[config.mk]
export PLATFORM = sky130hd
export DESIGN_NAME = sc_levelprogressdriver
export DESIGN_NICKNAME = d
export VERILOG_FILES = /design/src/rtl/sc_levelprogressdriver.sv
export SDC_FILE = /design/constraint.sdc
export NUM_CORES = 1
export LEC_CHECK = 0
export CORE_MARGIN = 10
export CORE_UTILIZATION = 54
export DETAILED_ROUTE_END_ITERATION = 6
export GPL_TIMING_DRIVEN = 0
export PLACE_DENSITY = 0.87
export SYNTH_ARGS = -nofsm -noshare
export SYNTH_HDL_FRONTEND = slang
export SYNTH_SLANG_ARGS = --single-unit
[constraint.sdc]
create_clock -name SC_LEVELPROGRESSDRIVER_CLOCK_50 -period 4.1 [get_ports SC_LEVELPROGRESSDRIVER_CLOCK_50]
set_clock_uncertainty 0.1 [all_clocks]
set_input_delay 0.615 -clock SC_LEVELPROGRESSDRIVER_CLOCK_50 [delete_from_list [all_inputs] [get_ports SC_LEVELPROGRESSDRIVER_CLOCK_50]]
set_output_delay 0.615 -clock SC_LEVELPROGRESSDRIVER_CLOCK_50 [all_outputs]
set_load 0.005 [all_outputs]
[src/rtl/sc_levelprogressdriver.sv]
`timescale 1ns/1ps
// Level progress driver: turns player speed into progress ticks for an
// external progress counter, and sequences levels and game-over.
//
// state    | meaning
// ---------+----------------------------------------------------------
// IDLE     | after reset, counter disabled, waiting for start
// RUN      | accumulating speed, issuing ticks until level target met
// CLEAR    | single cycle, pulses the counter clear, advances level
// GAMEOVER | all levels done, counter disabled, waiting for start
module sc_levelprogressdriver #(
   parameter logic [23:0] TICK_PERIOD  = 24'd5000000,
   parameter logic [4:0]  LEVEL_TARGET = 5'd20,
   parameter logic [1:0]  NUM_LEVELS   = 2'd3
) (
   input  logic       SC_LEVELPROGRESSDRIVER_CLOCK_50,
   input  logic       SC_LEVELPROGRESSDRIVER_RESET_InHigh,
   input  logic       SC_LEVELPROGRESSDRIVER_Start_InLow,
   input  logic       SC_LEVELPROGRESSDRIVER_Pause_InHigh,
   input  logic [1:0] SC_LEVELPROGRESSDRIVER_Speed_InBus,
   input  logic [4:0] SC_LEVELPROGRESSDRIVER_Progress_InBus,
   output logic       SC_LEVELPROGRESSDRIVER_CountSignal_OutLow,
   output logic       SC_LEVELPROGRESSDRIVER_LevelFinished_OutLow,
   output logic       SC_LEVELPROGRESSDRIVER_GameActive_Out,
   output logic [1:0] SC_LEVELPROGRESSDRIVER_Level_OutBus,
   output logic       SC_LEVELPROGRESSDRIVER_GameOver_Out,
   output logic [1:0] SC_LEVELPROGRESSDRIVER_State_OutBus
);

   typedef enum logic [1:0] {
      ST_IDLE     = 2'd0,
      ST_RUN      = 2'd1,
      ST_CLEAR    = 2'd2,
      ST_GAMEOVER = 2'd3
   } state_t;

   state_t      state_q, state_d;
   logic [24:0] acc_q, acc_d;
   logic [1:0]  level_q, level_d;
   logic        count_n_q, count_n_d;
   logic        lvl_fin_n_q, lvl_fin_n_d;
   logic        active_q, active_d;
   logic        over_q, over_d;

   logic [24:0] acc_sum;
   logic [24:0] tick_period_w;
   logic        speed_ok;
   logic        at_target;
   logic        last_level;

   // Accumulator arithmetic is 25 bits wide so acc+speed never overflows
   // before the compare against the tick period.
   always_comb begin
      tick_period_w = {1'b0, TICK_PERIOD};
      acc_sum       = acc_q + {23'd0, SC_LEVELPROGRESSDRIVER_Speed_InBus};
      speed_ok      = !SC_LEVELPROGRESSDRIVER_Pause_InHigh &&
                      (SC_LEVELPROGRESSDRIVER_Speed_InBus != 2'd0);
      at_target     = (SC_LEVELPROGRESSDRIVER_Progress_InBus >= LEVEL_TARGET);
      last_level    = (level_q == (NUM_LEVELS - 2'd1));
   end

   // Next-state, accumulator, level and pulse decisions; every output is
   // derived from the next state so it appears registered.
   always_comb begin
      state_d     = state_q;
      acc_d       = acc_q;
      level_d     = level_q;
      count_n_d   = 1'b1;
      lvl_fin_n_d = 1'b1;

      case (state_q)
         ST_IDLE, ST_GAMEOVER: begin
            if (!SC_LEVELPROGRESSDRIVER_Start_InLow) begin
               state_d = ST_RUN;
               level_d = 2'd0;
               acc_d   = '0;
            end
         end
         ST_RUN: begin
            // Target reached: no further ticks so the counter never wraps.
            if (at_target) begin
               state_d     = ST_CLEAR;
               acc_d       = '0;
               lvl_fin_n_d = 1'b0;
            end else if (speed_ok) begin
               if (acc_sum >= tick_period_w) begin
                  acc_d     = acc_sum - tick_period_w;
                  count_n_d = 1'b0;
               end else begin
                  acc_d = acc_sum;
               end
            end
         end
         ST_CLEAR: begin
            acc_d = '0;
            if (last_level) begin
               state_d = ST_GAMEOVER;
            end else begin
               level_d = level_q + 2'd1;
               state_d = ST_RUN;
            end
         end
         default: begin
            state_d = ST_IDLE;
         end
      endcase

      active_d = (state_d == ST_RUN) || (state_d == ST_CLEAR);
      over_d   = (state_d == ST_GAMEOVER);
   end

   // State and output registers; reset drops any pending pulse at once.
   always_ff @(posedge SC_LEVELPROGRESSDRIVER_CLOCK_50 or posedge SC_LEVELPROGRESSDRIVER_RESET_InHigh) begin
      if (SC_LEVELPROGRESSDRIVER_RESET_InHigh) begin
         state_q     <= ST_IDLE;
         acc_q       <= '0;
         level_q     <= 2'd0;
         count_n_q   <= 1'b1;
         lvl_fin_n_q <= 1'b1;
         active_q    <= 1'b0;
         over_q      <= 1'b0;
      end else begin
         state_q     <= state_d;
         acc_q       <= acc_d;
         level_q     <= level_d;
         count_n_q   <= count_n_d;
         lvl_fin_n_q <= lvl_fin_n_d;
         active_q    <= active_d;
         over_q      <= over_d;
      end
   end

   assign SC_LEVELPROGRESSDRIVER_CountSignal_OutLow   = count_n_q;
   assign SC_LEVELPROGRESSDRIVER_LevelFinished_OutLow = lvl_fin_n_q;
   assign SC_LEVELPROGRESSDRIVER_GameActive_Out       = active_q;
   assign SC_LEVELPROGRESSDRIVER_Level_OutBus         = level_q;
   assign SC_LEVELPROGRESSDRIVER_GameOver_Out         = over_q;
   assign SC_LEVELPROGRESSDRIVER_State_OutBus         = state_q;

endmodule

==> reports/metrics.yaml, run 1 <==
status:
  outcome: "finished with violations"
  violations: "design-rule violations"
setup_path:
  cp-start-kind: "input port"
  cp-startpoint: "SC_LEVELPROGRESSDRIVER_Speed_InBus[0]"
  path_buf_inv: 4
  critPathMostFrequentCell: "inv_1"
  crit_chain: "clkbuf_2 > ha_4 > inv_1 > fa_2 > buf_8 > nor4bb_4 > xnor2_2 > inv_1 > ha_1 > nand2_1 > nor3_2 > nand3b_1 > nor4b_4 > and4_4 > nor3_4 > or3_4 > a211o_1 > nand3_1"
  end_kind: "flip-flop"
  crit_path_end: "acc_q[8]$_DFFE_PP0P_"
  critPathTopFamily: "simple AND/OR/NAND/NOR gates"
  cp_max_fo: 6
  worst_ep_required_time_ns: 4.24
  slowest_stage: "or3_4"
  reg2reg_slack_ns: 0.06
  path_depth: 18
  reg2reg_depth: 17
  r2r-start: "acc_q[0]$_DFFE_PP0P_"
  reg2reg_to: "acc_q[8]$_DFFE_PP0P_"
  crit_type: "in2reg"
  crit_path_max_incr_delay_ns: 0.39
  worstPathArrival_ns: 4.18
drt:
  drt_iter0_markers: 525
  route.detailed.drc: 32
  drt-pass1-iter-count: 7
  wl_per_cell_um: 21.5
  wl_mm: 10.3
  viasPerCell: 7.13
  antenna_left: 0
  vias: 3423
logic_synthesis:
  synth_seq_area_share_pct: 28.3
  synth_edf_count: 0
  syn_nets: 379
  yosysMostFrequentCell: "nand2_1"
  synthTopCellsByArea: "dfrtp_1 26%, o21ai_0 5.5%, xnor2_1 5.1%"
  synth_top_cell_by_area: "dfrtp_1"
  ys_warn_count: 0
  synth_area_per_cell_um2: 8.16
  synthFlopType: "dfrtp_1"
  syn_area_um2: 2930
  ys_seq_elements: 33
  post_synth_num_cell_types: 67
  syn_inst: 359
  async_reset_ff_share_pct: 100
  synth_top_area_share_pct: 26.5
  ys_top_cells_by_count: "39 x nand2_1, 32 x o21ai_0, 31 x dfrtp_1"
timing:
  fmax_ghz: 0.247
  finalHoldViolCount: 0
  min_period_over_period_pct: 98.6
  min_period_ns: 4.04
  tightest_slew_ns: 1.04
  holdWs_ns: 0.462
  drv_slew: 0
  slew_headroom_pct: 30.2
  setup_viol: 0
pwr:
  switching_share_pct: 35.6
  comb_power_share_pct: 35.0
  p_leak_nw: 1.66
  pwr-share-clk_pct: 30.5
  cellInternalPower_mw: 0.706
  p_sw_mw: 0.390
  ir_drop_v: 0.000188
  power_density_nw_per_um2: 290
  p_seq_share_pct: 34.5
floorplanning:
  core-area_um2: 5170
  io_pins: 19
  placementRows: 26
  die_area_um2: 8770
  dieWidth_um: 93.7
  die_h_um: 93.7
  start_util_pct: 56.6
global_route:
  grt_max_degree: 34
  antenna_found_initial: 0
  gr-total-overflow: 0
  grt_pass1_vias: 3122
  grt_pass1_wl_mm: 15.5
  grt_usage_pct: 21.7
clock_network:
  cts_tree: "built"
  clk_pin_slew_ns: 0.08
  cts_buffer_depth: 2
  root_buffer: "clkbuf_8"
  numCtsBuffers: 5
  clk_latency_ns: 0.30
  cts.sinks: 33
  cts_hold_buffers: 0
  htree_levels: 2
hold_path:
  min_path_type: "reg2reg"
  worstHoldStart: "acc_q[10]$_DFFE_PP0P_"
placed_design:
  hpwl_mm: 5.95
  globalplace.congestion: 0.958
  port_buffers: 16
  dpl-instance-area_um2: 3200
run:
  maxCapViolations: 0
finish:
  fin_area_um2: 3780
  finalNetCount: 429
  n_antenna_cell: 0
  fill_cells: 339
  drive_above_1_share_pct: 22.0
  post-route-util_pct: 73.1
  syn2layout_area_growth_pct: 29.1
==> how the worst min path moves through the flow <==
stage                            end  slack (ns)  cells past startpoint
3_5_place_dp   acc_q[24]$_DFFE_PP0P_        0.40                      2
6_report       acc_q[10]$_DFFE_PP0P_        0.46                      2
3_3_place_gp   acc_q[24]$_DFFE_PP0P_        0.39                      2
4_1_cts        acc_q[24]$_DFFE_PP0P_        0.41                      2
2_1_floorplan  acc_q[24]$_DFFE_PP0P_        0.37                      2
5_1_grt        acc_q[10]$_DFFE_PP0P_        0.49                      2
==> power by group through the flow <==
stage | registers (mW) | clock network (mW) | logic, mW
after floorplan | 0.382 | 0 | 0.198
after global placement | 0.380 | 0 | 0.327
after detailed placement | 0.382 | 0 | 0.346
after CTS | 0.376 | 0.334 | 0.353
after global routing | 0.382 | 0.348 | 0.418
final | 0.378 | 0.334 | 0.384
==> final cells by class <==
cell class	count	area (um^2)	area share, %
inverter	13	48.8	1.29
multi-input combinational	296	2220	58.8
sequential	33	828	21.9
timing repair buffer	45	398	10.5
clock buffer	6	82.6	2.18
clock inverter	2	37.5	0.993
tap	70	87.6	2.32
buffer	15	73.8	1.95
==> flip-flops by register name, summed over array words and instances (netlist names) <==
name / cells
SC_LEVELPROGRESSDRIVER_LevelFinished_OutLow: 1
acc_q: 25
SC_LEVELPROGRESSDRIVER_CountSignal_OutLow: 1
SC_LEVELPROGRESSDRIVER_GameOver_Out: 1
SC_LEVELPROGRESSDRIVER_GameActive_Out: 1
SC_LEVELPROGRESSDRIVER_State_OutBus: 2
SC_LEVELPROGRESSDRIVER_Level_OutBus: 2
==> routing by layer <==
layer,vias to the layer above,track usage (%),part of all wire [%]
li1,1452,-,-
met1,1577,25.6,37
met2,298,34.8,45
met3,96,6.08,11
met4,0,11.9,6.9
met5,-,0,0
==> cell families (layout without fill, tap and decap cells) <==
family / count (synthesis) / count (layout) / synth area share (%)
buffers and inverters: 30 / 81 / 4.06
XOR/XNOR: 23 / 23 / 7.13
flip-flops: 33 / 33 / 28.3
adder cells (fa/ha/maj): 9 / 9 / 4.10
multiplexers: 6 / 6 / 2.14
AND/OR/NAND/NOR: 151 / 151 / 29.2
AO/OA/AOI/OAI: 107 / 107 / 25.1
==> placed cells by master (no fill, tap or decap), types with 5 or more instances in the layout <==
cell type / synthesis / routed
nand2_1: 39 / 38
dfrtp_1: 31 / 31
o21ai_0: 32 / 25
buf_4: 0 / 25
nor2_1: 20 / 19
a21oi_1: 17 / 17
nand3_1: 16 / 15
xnor2_1: 17 / 15
clkdlybuf4s50_1: 0 / 14
inv_1: 13 / 12
nand4_1: 11 / 11
o31ai_1: 13 / 10
nor3_1: 11 / 9
clkbuf_1: 12 / 9
a22o_1: 7 / 7
ha_1: 8 / 7
and2_1: 6 / 6
nor2b_1: 6 / 6
and3_1: 6 / 6
clkbuf_8: 0 / 6
o21ai_1: 0 / 5
==> stage by stage <==
step	setup slack (ns)	std cells	power, mW	setup TNS (ns)
3_3_place_gp	-1.21	445	0.707	-16.93
4_1_cts	0.00830	466	1.06	0
2_1_floorplan	-0.0227	359	0.581	-0.0227
3_5_place_dp	-1.30	446	0.727	-19.34
6_report	0.0559	480	1.10	0
5_1_grt	-0.0604	480	1.15	-0.162
==> worst reg2reg max path: cells and delay by family (launching register included) <==
| kind | cells | cell delay, ns |
|---|---|---|
| simple gates | 9 | 2.09 |
| fa+ha+maj | 3 | 0.65 |
| flops | 1 | 0.41 |
| buf+inv | 3 | 0.29 |
| compound gates | 1 | 0.29 |
| xor+xnor | 1 | 0.16 |
==> repair_timing <==
| item | in CTS | in global routing |
|---|---|---|
| buffers inserted | 14 | 13 |
| endpoints found under the setup margin | 20 | 18 |
| resized for setup | 31 | 30 |
| pin swaps | 13 | 22 |
Note: power is estimated with default switching activity, not from simulation.
==> inputs of run 2 (changes only) <==
CORE_UTILIZATION = 58   (was 54)
DONT_BUFFER_PORTS = 1   (was not set)
PLACE_DENSITY = 0.86   (was 0.87)
==> reports/metrics.yaml, run 2 (synthesized netlist as in run 1, its figures left out) <==
status:
  outcome: "completed"
global_route:
  grt_usage_pct: 20.6
  grt_pass1_vias: 2986
  gr-total-overflow: 0
  grt_pass1_wl_mm: 14.4
  grt_max_degree: 34
  antenna_found_initial: 0
timing:
  tightest_slew_ns: 0.981
  fmax_ghz: 0.246
  drv_slew: 0
  finalHoldViolCount: 0
  min_period_ns: 4.07
  finalWorstSetupSlack_ns: 0.0316
  final.setup.tns_ns: 0
  setup_viol: 0
  min_period_over_period_pct: 99.2
  slew_headroom_pct: 34.1
setup_path:
  end_kind: "flip-flop"
  crit_type: "reg2reg"
  crit_path_max_incr_delay_ns: 0.41
  reg2reg_to: "acc_q[13]$_DFFE_PP0P_"
  reg2reg_slack_ns: 0.03
  critPathMostFrequentCell: "inv_1"
  crit_chain: "ha_4 > inv_1 > fa_2 > buf_8 > nor4bb_4 > xnor2_2 > inv_1 > ha_1 > nand2_1 > nor3_2 > nand3b_1 > nor4b_4 > nand4_1 > buf_4 > nand3_4 > mux2_4 > or2_2 > a31oi_2"
  cp-start-kind: "flip-flop"
  r2r-start: "acc_q[0]$_DFFE_PP0P_"
  worstPathArrival_ns: 4.18
  slowest_stage: "dfrtp_1"
  cp_max_fo: 9
  worst_ep_required_time_ns: 4.21
  reg2reg_depth: 18
finish:
  multi_input_area_um2: 2170
  final_common_cell: "nand2_1"
  post-route-util_pct: 72.2
  layout_common_cells: "38 x nand2_1, 31 x dfrtp_1, 28 x o21ai_0"
  fill_cells: 361
  seqCellArea_um2: 828
  largest_register_ffs: 25
  syn2layout_area_growth_pct: 18.7
  n_antenna_cell: 0
  regMostFlops: "acc_q"
  drive_above_1_share_pct: 18.8
  finalNetCount: 401
drt:
  wl_mm: 9.46
  route.detailed.drc: 0
  viasPerCell: 7.19
  drt_iter0_markers: 563
  drt-pass1-iter-count: 6
  vias: 3229
  wl_per_cell_um: 21.1
  antenna_left: 0
floorplanning:
  start_util_pct: 60.8
  die_h_um: 91.1
  die_area_um2: 8290
  io_pins: 19
  core-area_um2: 4820
  dieWidth_um: 91.1
  placementRows: 25
pwr:
  power_density_nw_per_um2: 304
  p_seq_share_pct: 36.6
  switching_share_pct: 37.1
  fin_total_pwr_mw: 1.06
  comb_power_share_pct: 31.5
  ir_drop_v: 0.000187
  p_leak_nw: 1.51
  p_sw_mw: 0.392
  cellInternalPower_mw: 0.665
  pwr-share-clk_pct: 31.9
clock_network:
  numCtsBuffers: 5
  root_buffer: "clkbuf_8"
  cts.sinks: 33
  htree_levels: 2
  clk_pin_slew_ns: 0.09
  cts_buffer_depth: 2
  cts_tree: "built"
  clk_latency_ns: 0.31
run:
  maxCapViolations: 0
placed_design:
  port_buffers: 0
  hpwl_mm: 5.92
  globalplace.congestion: 0.962
  dp_slack_ns: -0.765
hold_path:
  min_path_type: "in2async"
-- run 2: changes by cell type in the layout (fill, tap and decap cells not counted), sizes merged --
cell	change
clkbuf	-2
clkdlybuf4s50	-14
buf	-11
clkdlybuf4s18	-1
-- run 2: repair_timing --
item                                    CTS  global route
endpoints found under the hold margin     0             0
endpoints found under the setup margin   15            16
pin swaps                                 6            14
hold buffers                              0             0
buffers inserted                          6            10
resized for setup                        18            25
-- run 2: metrics by stage --
stage                     cells  hold slack [ns]  cell area [um^2]
final                       449           0.0766              3480
after global routing        449           0.0985              3480
after global placement      426            0.388              3020
after CTS                   439            0.314              3270
after detailed placement    426            0.400              3030
after floorplan             359            0.370              2940
-- run 2: worst max-delay path by stage --
stage	endpoint	slack [ns]	from	cells after the start
final	acc_q[13]$_DFFE_PP0P_	0.03	acc_q[0]$_DFFE_PP0P_	18
after global routing	acc_q[13]$_DFFE_PP0P_	-0.12	acc_q[0]$_DFFE_PP0P_	18
after CTS	acc_q[8]$_DFFE_PP0P_	0.04	acc_q[0]$_DFFE_PP0P_	17
after detailed placement	acc_q[9]$_DFFE_PP0P_	-0.77	SC_LEVELPROGRESSDRIVER_Speed_InBus[0]	18
after global placement	acc_q[9]$_DFFE_PP0P_	-0.69	SC_LEVELPROGRESSDRIVER_Speed_InBus[0]	18
after floorplan	acc_q[8]$_DFFE_PP0P_	-0.02	SC_LEVELPROGRESSDRIVER_Speed_InBus[0]	18
-- run 2: critical path: cells and delay by family, from the launching register on --
family,cells,cell delay (ns)
buffers and inverters,4,0.49
adder cells (fa/ha/maj),3,0.73
flip-flops,1,0.41
AND/OR/NAND/NOR,8,1.58
AO/OA/AOI/OAI,1,0.19
multiplexers,1,0.31
XOR/XNOR,1,0.15
-- run 2: per-layer routing --
metal | vias up | share of wire [%] | global-route usage (%)
met5 | - | 0 | 0
met4 | 0 | 5.4 | 10.4
met3 | 66 | 11 | 6.01
met2 | 263 | 47 | 33.5
met1 | 1504 | 37 | 24.1
li1 | 1396 | - | -
-- run 2: area by class of cell --
cell class	instances	area share, %
tap	67	2.41
clock buffer	6	2.38
timing repair buffer	17	4.25
inverter	13	1.40
clock inverter	2	1.08
buffer	15	2.12
multi-input combinational	296	62.5
sequential	33	23.8
-- run 2: power groups by stage --
| stage | Clock, mW | Combinational, mW | Sequential, mW |
|---|---|---|---|
| after floorplan | 0 | 0.198 | 0.382 |
| after global placement | 0 | 0.266 | 0.390 |
| after detailed placement | 0 | 0.284 | 0.391 |
| after CTS | 0.339 | 0.286 | 0.385 |
| after global routing | 0.353 | 0.354 | 0.389 |
| final | 0.337 | 0.333 | 0.386 |
==> inputs of run 3 (changes only) <==
PLACE_DENSITY = 0.76   (was 0.86)
==> reports/metrics.yaml, run 3 (synthesized netlist as in run 1, its figures left out) <==
finish:
  layout_common_cells: "37 x nand2_1, 31 x dfrtp_1, 28 x o21ai_0"
  largest_register_ffs: 25
  n_antenna_cell: 0
  final_common_cell: "nand2_1"
  syn2layout_area_growth_pct: 19.0
  fill_cells: 371
  finalNetCount: 400
  drive_above_1_share_pct: 19.2
  fin_area_um2: 3490
  regMostFlops: "acc_q"
floorplanning:
  die_h_um: 91.1
  die_area_um2: 8290
  start_util_pct: 60.8
  placementRows: 25
  core-area_um2: 4820
  dieWidth_um: 91.1
  io_pins: 19
drt:
  drt-pass1-iter-count: 6
  drt_iter0_markers: 307
  vias: 3000
  antenna_left: 0
  wl_per_cell_um: 18.8
  viasPerCell: 6.70
  route.detailed.drc: 0
  wl_mm: 8.40
timing:
  finalHoldViolCount: 0
  min_period_ns: 4.03
  slew_headroom_pct: 33.8
  setup_viol: 0
  fmax_ghz: 0.248
  tightest_slew_ns: 0.985
  rsz0062_at_grt: "yes"
  drv_slew: 0
  finalWorstSetupSlack_ns: 0.0680
  min_period_over_period_pct: 98.3
clock_network:
  clk_latency_ns: 0.30
  clk_pin_slew_ns: 0.07
  root_buffer: "clkbuf_8"
  cts_tree: "built"
  cts_hold_buffers: 0
  numCtsBuffers: 5
  cts.sinks: 33
  htree_levels: 2
  cts_buffer_depth: 2
placed_design:
  globalplace.congestion: 0.963
  hpwl_mm: 5.80
  port_buffers: 0
  dp_slack_ns: -0.808
  dpl-instance-area_um2: 3030
global_route:
  grt_usage_pct: 19.5
  grt_pass1_vias: 2767
  grt_max_degree: 34
  gr-total-overflow: 0
  grt_pass1_wl_mm: 13.8
  antenna_found_initial: 0
pwr:
  ir_drop_v: 0.000206
  power_density_nw_per_um2: 299
  p_leak_nw: 1.50
setup_path:
  worstPathArrival_ns: 4.15
  worst_ep_required_time_ns: 4.22
  end_kind: "flip-flop"
  cp-start-kind: "flip-flop"
  crit_type: "reg2reg"
  cp_max_fo: 6
run:
  maxCapViolations: 0
hold_path:
  min_path_type: "in2async"
status:
  outcome: "completed"
run 3: final timing paths:
| kind | from | endpoint | slack, ns | cells past startpoint |
|---|---|---|---|---|
| max | acc_q[0]$_DFFE_PP0P_ | acc_q[13]$_DFFE_PP0P_ | 0.07 | 17 |
| min | SC_LEVELPROGRESSDRIVER_RESET_InHigh | acc_q[2]$_DFFE_PP0P_ | 0.11 | 1 |
| max reg2reg | acc_q[0]$_DFFE_PP0P_ | acc_q[13]$_DFFE_PP0P_ | 0.07 | 17 |
| min reg2reg | acc_q[24]$_DFFE_PP0P_ | acc_q[24]$_DFFE_PP0P_ | 0.41 | 2 |
| max in group asynchronous | SC_LEVELPROGRESSDRIVER_RESET_InHigh | SC_LEVELPROGRESSDRIVER_CountSignal_OutLow$_DFF_PP1_ | 3.26 | 2 |
| min in group SC_LEVELPROGRESSDRIVER_CLOCK_50 | SC_LEVELPROGRESSDRIVER_Progress_InBus[2] | SC_LEVELPROGRESSDRIVER_LevelFinished_OutLow$_DFF_PP1_ | 0.31 | 1 |
run 3: cell type report:
cell class	count	area, um^2	share of cell area [%]
Inverter	13	48.8	1.40
Buffer	15	73.8	2.12
Timing Repair Buffer	16	140	4.02
Sequential cell	33	828	23.8
Clock inverter	2	37.5	1.08
Multi-Input combinational cell	296	2190	62.8
Clock buffer	6	82.6	2.37
Tap cell	67	83.8	2.40
run 3: layer usage:
layer  vias up  routed length [um]  GRT usage (%)
li1       1388                   -              -
met2       147                3950           31.4
met3        22                 668           3.46
met5         -                   0              0
met1      1443                3580           25.4
met4         0                 205           7.31
run 3: what timing repair did:
item	CTS	global route
setup buffers	1	14
pin swaps	3	17
endpoints found under the setup margin	15	18
resized for setup	17	31
run 3: through the flow:
step / util [%] / TNS [ns] / instances / hold WS, ns / power, mW
after floorplan: - / -0.0227 / 359 / 0.370 / 0.581
after global placement: 62.7 / -7.40 / 426 / 0.390 / 0.660
after detailed placement: 62.9 / -8.71 / 426 / 0.398 / 0.675
after CTS: 66.9 / 0 / 434 / 0.306 / 1.00
after global routing: 72.4 / -0.291 / 448 / 0.129 / 1.10
final: 72.4 / 0 / 448 / 0.106 / 1.04
run 3: power by group:
group	total [mW]	internal [mW]	switching, mW
Combinational	0.329	0.113	0.216
Sequential	0.383	0.358	0.0257
Clock	0.330	0.198	0.133
run 3: worst max-delay path, stage by stage (launching register included):
cell      delay (ns)
dfrtp_1         0.39
ha_4            0.16
inv_2           0.04
fa_2            0.40
buf_8           0.14
nor4bb_4        0.33
xnor2_2         0.15
inv_1           0.08
ha_2            0.17
nand2_2         0.07
nor3_4          0.22
nand3b_1        0.14
nor4b_4         0.32
nand4_1         0.28
nand3_4         0.23
mux2_4          0.33
or2_4           0.23
a31oi_1         0.16
